[config.mk]
export PLATFORM = sky130hd
export DESIGN_NAME = usb_attach_ctrl
export DESIGN_NICKNAME = d
export VERILOG_FILES = /design/src/rtl/usb_attach_ctrl.sv
export SDC_FILE = /design/constraint.sdc
export NUM_CORES = 1
export LEC_CHECK = 0
export CAP_MARGIN = 30
export CORE_MARGIN = 10
export CORE_UTILIZATION = 53
export CTS_BUF_LIST = sky130_fd_sc_hd__clkbuf_4 sky130_fd_sc_hd__clkbuf_8 sky130_fd_sc_hd__clkbuf_16
export DETAILED_ROUTE_END_ITERATION = 12
export GPL_ROUTABILITY_DRIVEN = 1
export PLACE_DENSITY = 0.76
export SYNTH_ARGS = -nofsm -noshare
export SYNTH_HDL_FRONTEND = slang
export SYNTH_SLANG_ARGS = --single-unit
[constraint.sdc]
create_clock -name usbclk -period 2.2 [get_ports usbclk]
set_input_delay 0.44 -clock usbclk [delete_from_list [all_inputs] [get_ports usbclk]]
set_output_delay 0.44 -clock usbclk [all_outputs]
set_load 0.01 [all_outputs]
[src/rtl/usb_attach_ctrl.sv]
// usb_attach_ctrl: holds the host core in reset until PLL lock is stable, then debounces device attach,
// drives the USB bus reset, reports the device speed and detects disconnect.
module usb_attach_ctrl #(
  parameter int MS_CYCLES   = 12000,
  parameter int LOCK_HOLD   = 4096,
  parameter int DEBOUNCE_MS = 100,
  parameter int BUSRST_MS   = 10,
  parameter int RECOV_MS    = 10,
  parameter int DISC_CYCLES = 32
) (
  input  logic       usbclk,
  input  logic       usbrst,
  input  logic       pll_lock,
  input  logic       dp_in,
  input  logic       dm_in,
  output logic       core_rst,
  output logic       drive_se0,
  output logic       attached,
  output logic       speed_low,
  output logic       disc_pulse,
  output logic [2:0] state
);
  typedef enum logic [2:0] {
    WAIT_LOCK = 3'd0,
    DETACHED  = 3'd1,
    DEBOUNCE  = 3'd2,
    BUSRST    = 3'd3,
    RECOV     = 3'd4,
    ATTACHED  = 3'd5
  } st_t;
  st_t st, nxt;
  logic [1:0] lk_s, dp_s, dm_s;
  logic [15:0] pre, cnt;
  logic [7:0] ms;
  logic lk, dp, dm, se0, jls, tick, restart, clr, cnt_en, cand_low;
  assign lk = lk_s[1];
  assign dp = dp_s[1];
  assign dm = dm_s[1];
  assign se0 = dp == dm;
  assign jls = !dp && dm;
  assign tick = pre == 16'(MS_CYCLES - 1);
  always_comb begin
    nxt = st;
    restart = 1'b0;
    case (st)
      WAIT_LOCK: nxt = lk && cnt == 16'(LOCK_HOLD - 1) ? DETACHED : WAIT_LOCK;
      DETACHED:  nxt = se0 ? DETACHED : DEBOUNCE;
      DEBOUNCE: begin
        restart = !se0 && jls != cand_low;
        nxt = se0 ? DETACHED : !restart && tick && ms == 8'(DEBOUNCE_MS - 1) ? BUSRST : DEBOUNCE;
      end
      BUSRST:    nxt = tick && ms == 8'(BUSRST_MS - 1) ? RECOV : BUSRST;
      RECOV:     nxt = tick && ms == 8'(RECOV_MS - 1) ? ATTACHED : RECOV;
      ATTACHED:  nxt = se0 && cnt == 16'(DISC_CYCLES - 1) ? DETACHED : ATTACHED;
      default:   nxt = WAIT_LOCK;
    endcase
    if (!lk && st != WAIT_LOCK) nxt = WAIT_LOCK;
  end
  // Timebase restarts on every state entry and on a debounce restart so durations are exact
  assign clr = nxt != st || restart;
  assign cnt_en = st == WAIT_LOCK ? lk : st == ATTACHED && se0;
  always_ff @(posedge usbclk) begin
    if (usbrst) begin
      lk_s <= '0;
      dp_s <= '0;
      dm_s <= '0;
      st <= WAIT_LOCK;
      pre <= '0;
      ms <= '0;
      cnt <= '0;
      cand_low <= 1'b0;
      speed_low <= 1'b0;
      disc_pulse <= 1'b0;
    end else begin
      lk_s <= {lk_s[0], pll_lock};
      dp_s <= {dp_s[0], dp_in};
      dm_s <= {dm_s[0], dm_in};
      st <= nxt;
      pre <= clr || tick ? '0 : pre + 16'd1;
      ms <= clr ? '0 : tick && ms != 8'hff ? ms + 8'd1 : ms;
      cnt <= clr || !cnt_en ? '0 : cnt + {15'd0, cnt != 16'hffff};
      cand_low <= (st == DETACHED && nxt == DEBOUNCE) || restart ? jls : cand_low;
      speed_low <= st == DEBOUNCE && nxt == BUSRST ? cand_low : st == ATTACHED && nxt == DETACHED ? 1'b0 : speed_low;
      disc_pulse <= st == ATTACHED && nxt == DETACHED;
    end
  end
  assign core_rst = st == WAIT_LOCK;
  assign drive_se0 = st == BUSRST;
  assign attached = st == ATTACHED;
  assign state = st;
endmodule

-- After elaboration in Yosys (flattened, before gate mapping)
Cells that the tools add are included.
- output and inout bits: 8
- input port bits: 5
- word-level logic and storage cells: 72
- flip-flop bits (word level): 52
- mux-type cells: 13
- reductions and logical operators: 28
- add/sub/neg operators: 3
- eq/ne operators: 18
- operators by type and width (kind ; number):
    case mux 3 bit (6 select lines) ; 1
    adder 16 x 1 -> 16 bit ; 1
    adder 16 x 1 -> 16 bit, second input constant ; 1
    equality test 16 x 12 -> 1 bit, second input constant ; 1
    equality test 16 x 14 -> 1 bit, second input constant ; 1
    equality test 16 x 5 -> 1 bit, second input constant ; 1
    != test 16 bit, second input constant ; 1
    logical AND 1 bit ; 13
    equality test 3 x 2 -> 1 bit, second input constant ; 4
    two-way mux 3 bit ; 3
    adder 8 x 1 -> 8 bit, second input constant ; 1
    equality test 8 x 4 -> 1 bit, second input constant ; 1
    equality test 8 x 7 -> 1 bit, second input constant ; 1
    != test 8 bit, second input constant ; 1
    two-way mux 1 bit ; 7
    equality test 3 x 1 -> 1 bit, second input constant ; 2
    equality test 3 bit, second input constant ; 2
    OR reduction 2 bit ; 3
    logical NOT 1 bit ; 5
    logical OR 1 bit ; 4
    two-way mux 2 bit ; 2
    logical NOT 3 bit ; 1
    != test 3 bit ; 1
    nonzero test 3 bit ; 1
    3 further kinds ; 3

-- Logic depth before layout (Yosys ltp)
Gate-level depths: netlist of run 1.
- word-level depth: 15
- depth in mapped cells: 11
- mapped depth without buffers: 11

-- Least setup slack after synthesis of run 1
OpenSTA, ideal clock, no wires.
- path kind: register -> register
- start: register pre[0]
- end: register pre[10]
- path slack: -215 ps
- arrival time: 2286 ps
- stages on the path, launching flop included: 11
- period minus slack after synthesis: 2415 ps
- path buffers: 2
- data required time: 2071 ps
- setup time: 129 ps
- path through: dfxtp_1 ha_1 and3_1 buf_2 nand4_2 nor3_2 nor3_1 a311oi_2 mux2i_2 buf_6 nor3_2
- word-level cells in the longest chain between the ends: 11
- elaborated cells on any way between the ends: 15
- classes of those cells: add/sub (1); eq/ne (2); mux (6); reduce/logical (6)
- ends and longest elaborated chain (what ; RTL line ; text):
    from (decl) ; 33 ; logic [15:0] pre, cnt;
    from (signal assigned) ; 79 ; pre <= clr || tick ? '0 : pre + 16'd1;
    equality test 16 x 14 -> 1 bit ; 41 ; assign tick = pre == 16'(MS_CYCLES - 1);
    logical AND 1 bit (2 in series) ; 50 ; nxt = se0 ? DETACHED : !restart && tick && ms == 8'(DEBOUNCE_MS - 1) ? BUSRST : DEBOUNCE;
    two-way mux 1 bit ; 50 ;
    two-way mux 2 bit ; 50 ;
    case mux 3 bit (6 select lines) ; 45 ; case (st)
    two-way mux 3 bit ; 57 ; if (!lk && st != WAIT_LOCK) nxt = WAIT_LOCK;
    != test 3 bit ; 60 ; assign clr = nxt != st || restart;
    logical OR 1 bit ; 60 ;
    logical OR 1 bit ; 79 ;
    OR reduction 2 bit (no source line) ; n/a ;
Several ways; a longest one is shown, not always the timed one.
A chain may end at the register's enable or synchronous reset.

-- Worst setup path in the final report of run 1
- start: register pre[8]
- end: register cnt[9]
- word-level cells in the longest chain between the ends: 11
- elaborated cells on any way between the ends: 14
- classes of those cells: eq/ne (2); mux (6); reduce/logical (6)
- ends and longest elaborated chain (what ; RTL line ; text):
    equality test 16 x 14 -> 1 bit (*) ; 41 ;
    logical AND 1 bit (2 in series) ; 50 ;
    two-way mux 1 bit ; 50 ;
    two-way mux 2 bit ; 50 ;
    case mux 3 bit (6 select lines) (*) ; 45 ;
    two-way mux 3 bit (*) ; 57 ;
    != test 3 bit (*) ; 60 ;
    logical OR 1 bit (*) ; 60 ;
    logical OR 1 bit (*) ; 81 ; cnt <= clr || !cnt_en ? '0 : cnt + {15'd0, cnt != 16'hffff};
    OR reduction 2 bit (no source line) (*) ; n/a ;
    to (signal assigned) ; 81 ;
    to (decl) ; 33 ;
Mark *: on every way between the ends. The rest lies on a longest branch, timed or not.

==> results of run 1 <==
[cell type report]
type	instances	area, um2
clock inverters	3	22.5
well taps	54	67.6
repair buffers	57	537
clock buffers	5	68.8
inverters	7	26.3
fillers	339	1320
multi-input cells	232	1600
flip-flops and latches	52	1050
[routing by layer]
layer | GRT usage | vias to the layer above | routed length (um)
met3 | 0.0337 | 11 | 258
met5 | 0 | - | 0
met2 | 0.283 | 56 | 3010
met4 | 0.0535 | 0 | 91
li1 | - | 1116 | -
met1 | 0.181 | 1046 | 2460
[synth_stat cells, types with 2 or more instances]
cell | count | share of area
o211ai_1 | 2 | 0.0059
and4_1 | 3 | 0.010
nand3_1 | 16 | 0.032
nor2b_1 | 8 | 0.020
inv_1 | 7 | 0.010
nor2_1 | 50 | 0.074
or3_1 | 3 | 0.0074
or2_2 | 2 | 0.0049
nand2b_1 | 3 | 0.0074
nor3_2 | 9 | 0.035
nand2_1 | 42 | 0.062
o21ai_0 | 5 | 0.0098
a21oi_1 | 5 | 0.0098
buf_2 | 2 | 0.0039
clkbuf_1 | 3 | 0.0044
a211oi_1 | 2 | 0.0059
nor3_1 | 7 | 0.014
dfxtp_1 | 52 | 0.41
buf_6 | 4 | 0.018
xor2_1 | 12 | 0.041
and3_1 | 6 | 0.015
xnor2_1 | 24 | 0.083
nand4_1 | 10 | 0.025
ha_1 | 6 | 0.030
[stage by stage]
stage | util | hold WS, ps
final | 0.719 | 442
after global routing | 0.719 | 454
after CTS | 0.711 | 446
after detailed placement | 0.642 | 429
after global placement | 0.642 | 417
after floorplan | - | 414
[flip-flops by register name, indices dropped and copies added, names as in the netlist]
signal and flops:
cnt 16, pre 16, ms 8, state 3
dm_s 2, dp_s 2, lk_s 2, cand_low 1
disc_pulse 1, speed_low 1
[worst paths after layout]
check	slack [ps]	start	depth (start not counted)	endpoint
setup reg to reg	-110	pre[8]	9	cnt[9]
hold / removal	440	lk_s[0]	1	lk_s[1]
hold reg to reg	440	lk_s[0]	1	lk_s[1]
setup / recovery	-110	pre[8]	9	cnt[9]
[critical path: cells and delay by family, from the launching register on]
kind	cells	cell delay (ps)
AOI/OAI and AO/OA	1	290
buffers and inverters	2	320
DFF	1	340
muxes	1	360
and+or+nand+nor	5	900
[layout by cell type (no fill, tap or decap), drive strengths merged, types with 2 or more instances in the layout]
cell,synthesis,routed
xnor2,24,24
clkbuf,3,6
nand2,42,42
o211ai,2,2
nor2b,9,9
mux2i,2,2
a211oi,2,2
clkdlybuf4s50,0,10
nor3,16,16
nor2,51,51
nand2b,4,4
dfxtp,52,52
nor4b,2,2
and3,6,6
inv,7,8
nand3,16,16
xor2,12,12
clkinv,0,2
o21ai,5,5
nand4,11,11
ha,6,6
and4,3,3
a21oi,5,5
buf,6,44
or3,3,3
or2,2,2
[what timing repair did]
item                       CTS  global route
pin swaps                   11             8
setup endpoints to repair   43            42
setup buffers                6             1
gates resized for setup     33            11
cloned                       2             1
[logic make-up (layout without fill, tap and decap cells)]
logic type      Yosys count  in the layout
simple gates            170            170
flops                    52             52
xor+xnor                 36             36
compound gates           18             18
buf+inv                  16             72
fa+ha+maj                 6              6
mux                       2              2
[power breakdown]
part           internal, mW  switching, mW
clock                 0.229          0.342
combinational        0.0572         0.0493
sequential            0.952        0.00759
==> impl_metrics.json, run 1 <==
{
  "gp_congestion": 0.879,
  "p_total_mw": 1.64,
  "drt_iter0_drc": 125,
  "worst-path-max-fanout": 7,
  "grt_util_all_layers": 0.158,
  "grt-ovfl-total": 0,
  "yosysWarningCount": 0,
  "layout-drive-gt1-share": 0.303,
  "drtPass1Iterations": 4,
  "synth_top_family_by_area": "simple AND/OR/NAND/NOR gates",
  "synth_area_per_cell_um2": 8.47,
  "setup_slack_ps": -110,
  "crit_path_frequent_cell": "nor3_4",
  "period_needed_ps": 2310,
  "cp_cell_sequence": "nor4b_4 -> nand4_4 -> nor3_4 -> nor3_4 -> a311oi_4 -> mux2i_4 -> buf_12 -> clkbuf_16 -> nor2_1",
  "drv_cap": 0,
  "crit_path_end_kind": "flop",
  "critical_path.slowest_cell": "mux2i_4",
  "coreArea_mm2": 0.00469,
  "synth_edf_count": 0,
  "start_util": 0.542,
  "grt_pass1_vias": 2196,
  "root_buffer": "clkbuf_8",
  "synth_compound_area_frac": 0.0458,
  "yosys.area_share.xor_xnor": 0.124,
  "vias_per_cell": 5.44,
  "synthesis.area_mm2": 0.00254,
  "drt_wl_total_um": 5820,
  "hold_viol": 0,
  "cts_buffers": 5,
  "grt_max_degree": 18,
  "start_kind": "flop",
  "drc_errors": 0,
  "clk_pin_slew_ps": 100,
  "syn_inst": 300,
  "status": "complete, but fails checks",
  "ys_seq_area_frac": 0.410,
  "wl_per_cell_um": 14.2,
  "post-route-period-util": 1.05,
  "yosys.area_share.simple": 0.345,
  "cts_sinks": 52,
  "tritoncts": "done",
  "grt_pass1_wl_um": 9980,
  "die-height_um": 89.2,
  "clock_skew_ps": 8.42,
  "dpl.cell_count": 394,
  "synth-main-ff-cell": "dfxtp_1",
  "setup_tns_ps": -3070,
  "irDropWorstVdd_mv": 0.450,
  "fp.dieW_um": 89.2,
  "post-place-ws_ps": -92.3,
  "cts_buffer_depth": 2,
  "antennaDiodeCount": 0,
  "synth.distinct_cells": 41,
  "dpl_cell_area_mm2": 0.00301,
  "synth_mux_area_frac": 0.00935,
  "nNetsFinal": 366,
  "post-route-cell-area_mm2": 0.00338,
  "num_rows": 25,
  "worstPathRequired_ps": 2420,
  "ys_ff_latch": 52,
  "cpPeakStageDelay_ps": 360,
  "htree_num_levels": 2,
  "ioPinCount": 13,
  "fmax_mhz": 433,
  "ant_nets": 0,
  "antenna_found_initial": 0,
  "synth-async-reset-ratio": 0,
  "hold_buffers": 0,
  "hp-class": "reg2reg",
  "numPortBuffers": 12,
  "powerDensity_mw_per_mm2": 485,
  "p_leak_nw": 1.26,
  "dieArea_mm2": 0.00796,
  "dpl.hpwl_um": 3740,
  "critPathKind": "reg2reg",
  "synthToLayoutAreaGrowth_pct": 32.8,
  "arrival_ps": 2530,
  "slew_headroom": 0.673,
  "clk-insertion-delay-late_ps": 320,
  "rsz0062_at_grt": "yes",
  "synthesis.nets": 311,
  "synthAdderAreaFrac": 0.0295,
  "vias": 2229,
  "drv_slew": 0,
  "max_slew.worst_pin.slew_ps": 491,
  "final_cells": 410,
  "setup_viol": 40,
  "violations": "setup timing"
}
Note: power is estimated with default switching activity, not from simulation.
==> run 2: changes to the inputs <==
Settings changed: ABC_AREA set to 1, CORE_UTILIZATION 53 to 25, CTS_BUF_LIST sky130_fd_sc_hd__clkbuf_4 sky130_fd_sc_hd__clkbuf_8 sky130_fd_sc_hd__clkbuf_16 to sky130_fd_sc_hd__clkbuf_4 sky130_fd_sc_hd__clkbuf_8, PLACE_DENSITY 0.76 to 0.42.
==> impl_metrics.json, run 2 <==
{
  "hold_viol": 0,
  "internal-power_mw": 1.36,
  "cts_buffer_depth": 2,
  "fp.dieW_um": 128,
  "gp_congestion": 0.764,
  "final_common_cell": "nor2_1",
  "hold_buffers": 0,
  "antennaDiodeCount": 0,
  "yosysWarningCount": 0,
  "seq_power_share": 0.548,
  "drv_slew": 0,
  "drt_wl_total_um": 5740,
  "synthToLayoutAreaGrowth_pct": 24.8,
  "ant_nets": 0,
  "wl_per_cell_um": 10.2,
  "status": "complete, no violations",
  "drv_cap": 0,
  "cpPeakStageDelay_ps": 360,
  "mostFrequentLayoutCells": "74 x nor2_1, 55 x inv_1, 47 x nand2_1",
  "critical_path.slowest_cell": "dfxtp_2",
  "r2r_start": "cnt[7]",
  "crit_start": "cnt[7]",
  "clk_pin_slew_ps": 100,
  "synthesis.area_mm2": 0.00293,
  "grt-ovfl-total": 0,
  "final_cells": 561,
  "yosys.area.top_type": "dfxtp_1",
  "yosys-top-cells-count": "81 x nor2_1, 56 x inv_1, 55 x nand2_1, 52 x dfxtp_1, 24 x xor2_1",
  "synth_most_common_cell": "nor2_1",
  "synth.distinct_cells": 28,
  "start_kind": "flop",
  "numPortBuffers": 12,
  "nNetsFinal": 428,
  "synthTopCellsByArea": "dfxtp_1 35%, nor2_1 10%, nor2_4 8.1%",
  "critPathKind": "reg2reg",
  "root_buffer": "clkbuf_8",
  "synth-main-ff-cell": "dfxtp_1",
  "cts_buffers": 5,
  "p_leak_nw": 1.36,
  "synth_area_per_cell_um2": 7.62,
  "power_switching_uw": 387,
  "grt_pass1_vias": 2271,
  "clock_skew_ps": 9.02,
  "setup_viol": 0,
  "dpl.hpwl_um": 4380,
  "max_slew.worst_pin.slew_ps": 352,
  "period_needed_ps": 2050,
  "vias_per_cell": 4.04,
  "powerDensity_mw_per_mm2": 477,
  "sw_frac_of_total": 0.221,
  "top_regs": "cnt (16), pre (16), ms (8)",
  "grt_max_degree": 17,
  "fillers": 1228,
  "yosysTopAreaCellShare": 0.355,
  "dieArea_mm2": 0.0165,
  "clk-insertion-delay-late_ps": 320,
  "start_util": 0.256,
  "post-route-period-util": 0.931,
  "syn_inst": 385,
  "grt_pass1_wl_um": 10300,
  "drt_iter0_drc": 65,
  "reg2regPathDepth": 14,
  "worst-path-max-fanout": 4,
  "drc_errors": 0,
  "crit_path_end_kind": "flop",
  "synthesis.nets": 396,
  "antenna_found_initial": 0,
  "layout-drive-gt1-share": 0.282,
  "fmax_mhz": 488,
  "dpl.cell_count": 551,
  "slew_headroom": 0.765,
  "pwr-share-clk": 0.406,
  "grt_util_all_layers": 0.0749,
  "vias": 2264,
  "hp-start": "dp_s[0]",
  "ys_seq_area_frac": 0.355,
  "coreArea_mm2": 0.0115,
  "htree_num_levels": 2,
  "hp-class": "reg2reg",
  "ioPinCount": 13,
  "ys_ff_latch": 52,
  "synth_edf_count": 0,
  "drtPass1Iterations": 4,
  "worstPathRequired_ps": 2470,
  "tritoncts": "done",
  "synth-async-reset-ratio": 0,
  "p_total_mw": 1.75,
  "irDropWorstVdd_mv": 0.233,
  "die-height_um": 128,
  "min_path_cells": 2,
  "num_rows": 39,
  "arrival_ps": 2320,
  "cp_cell_sequence": "nand2_2 -> nor2_1 -> nand2_1 -> nor2_2 -> nand4_1 -> ha_2 -> ha_4 -> nand3_2 -> nor3_4 -> inv_2 -> nor4_4 -> xor2_1 -> inv_1 -> nor2_4",
  "power_frac_comb": 0.047,
  "cts_sinks": 52
}
-- run 2: per-stage QoR --
step                hold WS [ps]  setup WS, ps  instance area [um2]  setup TNS [ps]   util
floorplan                    388           172                 2930               0      -
global placement             397          26.5                 3330               0  0.291
detailed placement           397         -1.49                 3330           -1.49  0.291
CTS                          412          7.84                 3460               0  0.302
global route                 433         -34.0                 3660           -73.3  0.319
finish                       407           151                 3660               0  0.319
-- run 2: logic make-up after synthesis --
group / synth area share
AND/OR/NAND/NOR: 0.407
XOR/XNOR: 0.101
flip-flops: 0.355
adder cells (fa/ha/maj): 0.0256
AO/OA/AOI/OAI: 0.0115
buffers and inverters: 0.0964
multiplexers: 0.00341
-- run 2: final cells by class --
cell class,instances,area (um2),area share
clock inverter,2,38.8,0.0106
clock buffer,6,82.6,0.0225
multi-input combinational,267,1790,0.488
timing repair buffer,28,283,0.0772
inverter,63,239,0.0653
tap,143,179,0.0489
sequential,52,1050,0.287
-- run 2: path summary, 6_finish.rpt --
kind / to / slack [ps]
hold / removal: dp_s[1] / 410
setup reg to reg: cnt[14] / 150
setup / recovery: cnt[14] / 150
hold reg to reg: dp_s[1] / 410
-- run 2: metal layers --
layer,vias up,GRT usage,part of all wire
met5,-,0,0
met1,1007,0.0918,0.47
met4,0,0.0338,0.017
met3,6,0.0238,0.046
met2,24,0.118,0.46
li1,1227,-,-
-- run 2: critical path: cells and delay by family (launching register included) --
kind                       cells  cell delay (ps)
xor gates and xnor gates       1              170
buffers and inverters          2              160
adders and majority gates      2              350
and+or+nand+nor                9              970
DFF                            1              360
-- run 2: power by group through the flow --
stage / registers (mW) / logic [mW] / clock network (mW)
after floorplan: 0.978 / 0.0553 / 0
after global placement: 0.979 / 0.0795 / 0
after detailed placement: 0.979 / 0.0798 / 0
after CTS: 0.958 / 0.0798 / 0.749
after global routing: 0.958 / 0.0927 / 0.780
final: 0.956 / 0.0816 / 0.708
-- run 2: timing repair --
action,4_1_cts,5_1_grt
setup endpoints to repair,4,42
buffers inserted,0,2
resized for setup,3,48
pin swaps,0,4
==> run 3: changes to the inputs <==
Settings changed: ABC_AREA 1 to 0.
==> impl_metrics.json, run 3 (synthesized netlist as in run 1, its figures left out) <==
{
  "worstPathRequired_ps": 2440,
  "crit_start": "state[0]",
  "cp_top_family": "simple AND/OR/NAND/NOR gates",
  "grt_pass1_wl_um": 10300,
  "powerDensity_mw_per_mm2": 484,
  "clk-insertion-delay-late_ps": 300,
  "worst-path-stages": 9,
  "drt_wl_total_um": 5970,
  "top_regs": "cnt (16), pre (16), ms (8)",
  "grt_util_all_layers": 0.0844,
  "post-place-ws_ps": -149,
  "rsz0062_at_grt": "yes",
  "root_buffer": "clkbuf_8",
  "slew_headroom": 0.644,
  "post-route-period-util": 1.04,
  "dieArea_mm2": 0.0146,
  "gp_congestion": 0.803,
  "p_total_mw": 1.73,
  "violations": "setup timing",
  "r2r_slack_ps": -80,
  "final_common_cell": "buf_4",
  "grt_max_degree": 17,
  "status": "complete, but fails checks",
  "tritoncts": "done",
  "multi_input_area_mm2": 0.00161,
  "r2r_start": "state[0]",
  "fillers": 1060,
  "cpPeakStageDelay_ps": 510,
  "vias": 2210,
  "antennaDiodeCount": 0,
  "reg2regPathDepth": 9,
  "wl_per_cell_um": 12.0,
  "vias_per_cell": 4.45,
  "period_needed_ps": 2280,
  "mostFrequentLayoutCells": "47 x buf_4, 42 x nand2_1, 41 x dfxtp_1",
  "drc_errors": 0,
  "grt-ovfl-total": 0,
  "setup_tns_ps": -1770,
  "dpl.hpwl_um": 4300,
  "cts_sinks": 52,
  "drt_iter0_drc": 77,
  "drtPass1Iterations": 4,
  "p_leak_nw": 1.30,
  "cp_cell_sequence": "nand2b_4 -> or4_1 -> or3_4 -> nand3_4 -> a311oi_4 -> mux2i_4 -> buf_6 -> clkbuf_16 -> nor3_2",
  "grt_pass1_vias": 2241,
  "arrival_ps": 2510,
  "max_slew.worst_pin.slew_ps": 534,
  "clk_pin_slew_ps": 100,
  "clock_skew_ps": 11.7,
  "crit_buf_inv": 2,
  "antenna_found_initial": 0,
  "ioPinCount": 13,
  "crit_end": "pre[0]",
  "ant_nets": 0,
  "drv_cap": 0,
  "num_rows": 36,
  "hp-class": "reg2reg",
  "fp.dieW_um": 121,
  "cts_buffers": 5,
  "fmax_mhz": 439,
  "crit_path_end_kind": "flop",
  "synthToLayoutAreaGrowth_pct": 40.2,
  "critPathKind": "reg2reg",
  "setup_slack_ps": -77.1,
  "htree_num_levels": 2,
  "layout-drive-gt1-share": 0.316,
  "cts_buffer_depth": 2,
  "nNetsFinal": 374,
  "coreArea_mm2": 0.00982,
  "hold_viol": 0,
  "r2r-end": "pre[0]",
  "seqCellArea_mm2": 0.00106,
  "critical_path.slowest_cell": "or4_1",
  "start_util": 0.259,
  "drv_slew": 0,
  "irDropWorstVdd_mv": 0.278,
  "die-height_um": 121,
  "setup_viol": 40,
  "numPortBuffers": 12,
  "worst-path-max-fanout": 6,
  "start_kind": "flop"
}
-- run 3: final cells by class --
class,count,share of cell area
Tap cell,133,0.0467
Inverter,7,0.00738
Sequential cell,52,0.298
Clock buffer,5,0.0193
Timing Repair Buffer,65,0.164
Multi-Input combinational cell,232,0.453
Clock inverter,3,0.0119
-- run 3: how the worst min path moves through the flow --
stage,slack (ps),endpoint,cells after the start,start
2_1_floorplan,410,dm_s[1],1,dm_s[0]
3_3_place_gp,420,dm_s[1],1,dm_s[0]
3_5_place_dp,420,dm_s[1],1,dm_s[0]
4_1_cts,450,dm_s[1],1,dm_s[0]
5_1_grt,470,dm_s[1],1,dm_s[0]
6_report,440,dm_s[1],1,dm_s[0]
-- run 3: what timing repair did --
item | CTS | global route
cloned | 1 | 1
hold endpoints to repair | 0 | 0
setup buffers | 3 | 1
hold buffers | 0 | 0
endpoints found under the setup margin | 43 | 41
pin swaps | 5 | 15
gates resized for setup | 15 | 36
-- run 3: routing by layer --
layer,track usage,wire [um]
met2,0.142,3010
met1,0.104,2770
met5,0,0
met3,0.0154,124
met4,0.0332,65
-- run 3: stage by stage --
stage,std cells,util,cell area (um2),hold WS [ps]
3_3_place_gp,483,0.325,3190,416
5_1_grt,497,0.363,3560,472
4_1_cts,495,0.347,3410,449
3_5_place_dp,483,0.325,3190,425
2_1_floorplan,300,-,2610,414
6_report,497,0.363,3560,444
-- run 3: report_power, final --
| group | internal (mW) | total [mW] | leakage [nW] | switching (mW) |
|---|---|---|---|---|
| Sequential | 0.949 | 0.955 | 0.426 | 0.00644 |
| Combinational | 0.0528 | 0.102 | 0.824 | 0.0494 |
| Clock | 0.337 | 0.668 | 0.0541 | 0.330 |
| Total | 1.34 | 1.73 | 1.30 | 0.386 |
